--- src/rtl/hack_pkg.sv ---
// Shared types and sizing for the boot-time ROM loader.
package hack_pkg;

  localparam int ADDR_W = 15;
  localparam int WORD_W = 16;
  localparam int unsigned ROM_DEPTH = 1 << ADDR_W;

  typedef enum logic [2:0] {
    CNT_HI  = 3'd0,
    CNT_LO  = 3'd1,
    DATA_HI = 3'd2,
    DATA_LO = 3'd3,
    WRITE   = 3'd4,
    DONE    = 3'd5,
    ERROR   = 3'd6
  } loader_state_e;

endpackage

--- src/rtl/rom_loader.sv ---
// Boot loader: receives a length-prefixed byte stream, packs big-endian
// 16-bit words and writes them to consecutive ROM addresses from 0, holding
// the CPU in reset until the declared word count has been written.
//
// Handshake: a byte moves on a rising clk edge when rx_valid && rx_ready.
// rx_ready is decoded from the state register alone, so the sender may hold
// rx_valid high or drop it for any number of cycles; nothing times out.
module rom_loader
  import hack_pkg::*;
(
  input  logic              clk,
  input  logic              reset,
  input  logic [7:0]        rx_data,
  input  logic              rx_valid,
  output logic              rx_ready,
  input  logic              start,
  output logic              rom_we,
  output logic [ADDR_W-1:0] rom_addr,
  output logic [WORD_W-1:0] rom_data,
  output logic              cpu_reset,
  output logic              load_done,
  output logic              load_error
);

  loader_state_e     state_q, state_d;
  logic [15:0]       count_q, count_d;
  logic [7:0]        hi_q, hi_d;
  logic [ADDR_W-1:0] addr_q, addr_d;
  logic [WORD_W-1:0] data_q, data_d;
  logic              we_q, we_d;
  logic              cpu_reset_q, cpu_reset_d;
  logic              done_q, done_d;
  logic              error_q, error_d;

  logic              xfer;
  logic [15:0]       n_word;
  logic [ADDR_W:0]   addr_p1;

  // Byte-accepting states; pure decode of the state register.
  assign rx_ready = (state_q == CNT_HI) || (state_q == CNT_LO) ||
                    (state_q == DATA_HI) || (state_q == DATA_LO);
  assign xfer     = rx_valid && rx_ready;

  // Next-state, byte assembly, address counter and registered flag values.
  always_comb begin
    state_d = state_q;
    count_d = count_q;
    hi_d    = hi_q;
    addr_d  = addr_q;
    data_d  = data_q;
    we_d    = 1'b0;
    n_word  = {count_q[15:8], rx_data};
    // One bit wider than the address so a full-depth load (N = 2^ADDR_W)
    // terminates on the last address instead of wrapping.
    addr_p1 = {1'b0, addr_q} + {{ADDR_W{1'b0}}, 1'b1};

    case (state_q)
      CNT_HI: begin
        if (xfer) begin
          count_d[15:8] = rx_data;
          state_d       = CNT_LO;
        end
      end
      CNT_LO: begin
        if (xfer) begin
          count_d = n_word;
          if (n_word == 16'd0) begin
            state_d = DONE;
          end else if (32'(n_word) > ROM_DEPTH) begin
            state_d = ERROR;
          end else begin
            state_d = DATA_HI;
            addr_d  = '0;
          end
        end
      end
      DATA_HI: begin
        if (xfer) begin
          hi_d    = rx_data;
          state_d = DATA_LO;
        end
      end
      DATA_LO: begin
        if (xfer) begin
          data_d  = {hi_q, rx_data};
          we_d    = 1'b1;
          state_d = WRITE;
        end
      end
      WRITE: begin
        if (addr_p1 == count_q[ADDR_W:0]) begin
          state_d = DONE;
        end else begin
          addr_d  = addr_p1[ADDR_W-1:0];
          state_d = DATA_HI;
        end
      end
      DONE: begin
        if (start) begin
          state_d = CNT_HI;
          addr_d  = '0;
          count_d = '0;
        end
      end
      ERROR: begin
        if (start) begin
          state_d = CNT_HI;
          addr_d  = '0;
          count_d = '0;
        end
      end
      default: state_d = CNT_HI;
    endcase

    // Flags follow the state being entered so they line up with it.
    done_d      = (state_d == DONE);
    error_d     = (state_d == ERROR);
    cpu_reset_d = (state_d != DONE);
  end

  // State and datapath registers; asynchronous reset abandons any partial load.
  always_ff @(posedge clk or posedge reset) begin
    if (reset) begin
      state_q     <= CNT_HI;
      count_q     <= '0;
      hi_q        <= '0;
      addr_q      <= '0;
      data_q      <= '0;
      we_q        <= 1'b0;
      cpu_reset_q <= 1'b1;
      done_q      <= 1'b0;
      error_q     <= 1'b0;
    end else begin
      state_q     <= state_d;
      count_q     <= count_d;
      hi_q        <= hi_d;
      addr_q      <= addr_d;
      data_q      <= data_d;
      we_q        <= we_d;
      cpu_reset_q <= cpu_reset_d;
      done_q      <= done_d;
      error_q     <= error_d;
    end
  end

  assign rom_we     = we_q;
  assign rom_addr   = addr_q;
  assign rom_data   = data_q;
  assign cpu_reset  = cpu_reset_q;
  assign load_done  = done_q;
  assign load_error = error_q;

endmodule

--- config.mk ---
export PLATFORM = sky130hd
export DESIGN_NAME = rom_loader
export DESIGN_NICKNAME = d
export VERILOG_FILES = /design/src/rtl/hack_pkg.sv /design/src/rtl/rom_loader.sv
export SDC_FILE = /design/constraint.sdc
export NUM_CORES = 1
export LEC_CHECK = 0
export CORE_ASPECT_RATIO = 0.9
export CORE_UTILIZATION = 45
export CTS_BUF_LIST = sky130_fd_sc_hd__clkbuf_2 sky130_fd_sc_hd__clkbuf_4 sky130_fd_sc_hd__clkbuf_8
export DETAILED_ROUTE_END_ITERATION = 16
export PLACE_DENSITY_LB_ADDON = 0.08
export SLEW_MARGIN = 20
export SYNTH_ARGS = -nofsm -noshare
export SYNTH_HDL_FRONTEND = slang
export SYNTH_SLANG_ARGS = --single-unit
export TNS_END_PERCENT = 30
--- constraint.sdc ---
create_clock -name clk -period 5.9 [get_ports clk]
set_input_delay 1.77 -clock clk [delete_from_list [all_inputs] [get_ports clk]]
set_output_delay 1.77 -clock clk [all_outputs]
set_load 0.005 [all_outputs]
==> load_flow_metrics.sql <==
INSERT INTO impl_metrics (metric_group, metric, value, unit) VALUES
('final_layout', 'antenna_cells', '0', ''),
('clock_tree', 'worstSkewPairLatency', '0.34', 'ns'),
('timing', 'finClkSkew', '0.00704', 'ns'),
('final_layout', 'final_core_utilization', '58.2', '%'),
('setup_path', 'slowest_delay', '0.52', 'ns'),
('yosys', 'async_flop_share', '100', '%'),
('detailed_routing', 'via_count', '2691', ''),
('floorplan', 'fp.dieArea', '0.00755', 'mm²'),
('detailed_routing', 'antenna_violating_nets_post_route', '0', ''),
('timing', 'period_minus_ws_final', '3.81', 'ns'),
('yosys', 'post-synth-top-area-fraction', '47.0', '%'),
('detailed_routing', 'avgRoutedWirePerCell', '15.9', 'µm'),
('final_layout', 'finish.net_count', '403', ''),
('timing', 'tightestPinTransition', '1.08', 'ns'),
('status', 'status', 'completed', ''),
('detailed_routing', 'routed_wl', '7.72', 'mm'),
('detailed_routing', 'detailedRoute.firstPassIterationCount', '5', ''),
('power_and_ir_drop', 'power-per-cell-area', '443', 'mW/mm²'),
('floorplan', 'row_count', '28', ''),
('timing', 'layout_setup_ws', '2.09', 'ns'),
('yosys', 'post_synth_num_cell_types', '48', ''),
('global_routing', 'grtUsageMet2', '37.5', '%'),
('setup_path', 'crit_path_start_kind', 'input pin', ''),
('yosys', 'post_synth_main_area_contributors', 'sky130_fd_sc_hd__dfrtp_1 47%, sky130_fd_sc_hd__nand2_1 10%, sky130_fd_sc_hd__xnor2_1 4.0%', ''),
('timing', 'relSlewSlack', '27.6', '%'),
('global_routing', 'gr-total-overflow', '0', ''),
('floorplan', 'io_pins', '48', ''),
('yosys', 'seq_area_frac_synth', '47.9', '%'),
('place', 'hpwlAfterDp', '5.44', 'mm'),
('global_routing', 'first_global_vias', '2535', ''),
('clock_tree', 'clk_transition_reported_paths', '0.07', 'ns'),
('timing', 'finalMaxSlewViolations', '0', ''),
('global_routing', 'grt_util_met3', '6.32', '%'),
('clock_tree', 'cts_post_setup_buffers_inserted', '0', ''),
('flow_run', 'cap_violations', '0', ''),
('power_and_ir_drop', 'leakagePower', '0.00172', 'µW'),
('place', 'place.port_buffers', '47', ''),
('yosys', 'syn_nets', '362', ''),
('timing', 'timing.fmax', '262', 'MHz'),
('clock_tree', 'number_of_buffers_created_by_cts', '9', ''),
('floorplan', 'core_footprint', '0.00676', 'mm²'),
('detailed_routing', 'detail_route.vias_per_cell', '5.55', ''),
('global_routing', 'grt_util_met1', '29.0', '%'),
('setup_path', 'critPathArrivalTime', '4.03', 'ns'),
('yosys', 'synth_enable_flop_cells', '0', ''),
('global_routing', 'grt_use_total', '22.5', '%'),
('timing', 'finalSetupTns', '0', 'ns'),
('final_layout', 'fin_cells', '485', ''),
('setup_path', 'crit_path_max_fanout', '16', ''),
('timing', 'grt_setup_unrepaired', 'no', ''),
('timing', 'hold_violations', '0', ''),
('yosys', 'syn-cell-area', '0.00324', 'mm²'),
('floorplan', 'die_y', '82.6', 'µm'),
('clock_tree', 'numClockSinks', '62', ''),
('yosys', 'yosys_most_used_dff', 'sky130_fd_sc_hd__dfrtp_1', ''),
('setup_path', 'cp_num_buf_inv', '1', ''),
('clock_tree', 'cts.root.buffer_cell', 'sky130_fd_sc_hd__clkbuf_8', ''),
('setup_path', 'crit_path_end_kind', 'flip-flop', ''),
('final_layout', 'commonest_cells_after_routing_fill_and_taps_aside', '89 x sky130_fd_sc_hd__nand2_1, 61 x sky130_fd_sc_hd__dfrtp_1, 47 x sky130_fd_sc_hd__clkdlybuf4s50_1', ''),
('yosys', 'synthesized_instance_count', '349', ''),
('detailed_routing', 'detailedRoute.firstIterationViolations', '97', ''),
('final_layout', 'layout_commonest_cell', 'sky130_fd_sc_hd__nand2_1', ''),
('detailed_routing', 'drc', '0', ''),
('setup_path', 'cpLargestDelayFamily', 'compound AO/OA/AOI/OAI gates', ''),
('power_and_ir_drop', 'irDropWorstVdd', '0.271', 'mV'),
('place', 'post-place-cells', '469', ''),
('clock_tree', 'cts_tree', 'yes', ''),
('global_routing', 'wire_length_of_the_first_global_routing_pass', '12.8', 'mm'),
('setup_path', 'worstSetupPathType', 'input pin to flip-flop', ''),
('timing', 'final_min_period_over_clock_period', '64.6', '%'),
('clock_tree', 'ctsHoldBuffers', '0', '');
[kinds of logic (layout without fill, tap and decap cells)]
logic type      Yosys count  after routing  synth area share [%]
simple gates            167            167                  24.9
flops                    62             62                  47.9
compound gates           57             57                  12.3
buf+inv                  26             72                  4.09
xor+xnor                 24             24                  6.48
mux                      12             12                  4.01
fa+ha+maj                 1              1                 0.386
[cell usage after synthesis (4+ instances only)]
cell                       count
sky130_fd_sc_hd__nand2_1      89
sky130_fd_sc_hd__dfrtp_1      61
sky130_fd_sc_hd__nor3_1       20
sky130_fd_sc_hd__o21ai_0      19
sky130_fd_sc_hd__xnor2_1      15
sky130_fd_sc_hd__clkbuf_1     10
sky130_fd_sc_hd__nand3_1      10
sky130_fd_sc_hd__a221o_1       9
sky130_fd_sc_hd__and3_1        9
sky130_fd_sc_hd__xor2_1        9
sky130_fd_sc_hd__a22o_1        8
sky130_fd_sc_hd__mux2_2        8
sky130_fd_sc_hd__a21oi_1       7
sky130_fd_sc_hd__nand4_1       7
sky130_fd_sc_hd__nor2_1        6
sky130_fd_sc_hd__inv_1         5
sky130_fd_sc_hd__buf_2         4
sky130_fd_sc_hd__buf_4         4
sky130_fd_sc_hd__mux2i_1       4
sky130_fd_sc_hd__nor4_1        4
sky130_fd_sc_hd__or3_1         4
[final timing paths]
check	start	endpoint	slack (ns)	cells past startpoint
max	rx_data[1]	rom_addr[13]$_DFFE_PP0P_	2.09	8
min	hi_q[1]$_DFFE_PP0P_	rom_data[9]$_DFFE_PP0P_	0.48	2
max reg2reg	rom_addr[0]$_DFFE_PP0P_	rom_addr[3]$_DFFE_PP0P_	2.22	9
min reg2reg	hi_q[1]$_DFFE_PP0P_	rom_data[9]$_DFFE_PP0P_	0.48	2
max in group asynchronous	reset	count_q[3]$_DFFE_PP0P_	3.42	3
min in group asynchronous	reset	load_done$_DFF_PP0_	1.97	3
[tightest hold or removal path, stage by stage, from the launching register on]
cell,delay (ns)
sky130_fd_sc_hd__dfrtp_1,0.35
sky130_fd_sc_hd__nand2_1,0.05
sky130_fd_sc_hd__nand2_1,0.05
[where the power goes]
group          switching, µW  leakage, µW  total [µW]  internal (µW)
clock network            169     0.000103         368            199
logic                    295     0.000824         623            328
registers                167     0.000795         752            584
total                    631      0.00172        1740           1110
[final cells by class]
cell class | instances | area, µm²
Clock buffer | 10 | 131
Clock inverter | 6 | 62.6
Fill cell | 602 | 2830
Inverter | 6 | 22.5
Multi-Input combinational cell | 261 | 1560
Sequential cell | 62 | 1550
Tap cell | 90 | 113
Timing Repair Buffer | 50 | 493
[flip-flops by register name, indices dropped and copies added (netlist names)]
| signal | count |
|---|---|
| load_error | 1 |
| load_done | 1 |
| cpu_reset | 1 |
| rom_addr | 15 |
| state_q | 3 |
| rom_data | 16 |
| rom_we | 1 |
| count_q | 16 |
| hi_q | 8 |
[per-stage QoR]
| step | instance area, µm² | hold slack, ns | power [µW] |
|---|---|---|---|
| 6_report | 3930 | 0.476 | 1740 |
| 5_1_grt | 3930 | 0.504 | 1880 |
| 4_1_cts | 3930 | 0.481 | 1760 |
| 3_5_place_dp | 3740 | 0.462 | 1380 |
| 3_3_place_gp | 3740 | 0.447 | 1370 |
| 2_1_floorplan | 3240 | 0.435 | 1120 |
[per-layer routing]
| metal | vias to the layer above | wire, µm |
|---|---|---|
| met5 | - | 0 |
| met4 | 0 | 53 |
| met3 | 6 | 450 |
| met2 | 87 | 3690 |
| met1 | 1280 | 3530 |
| li1 | 1318 | - |
(Power assumes the default switching activity.)
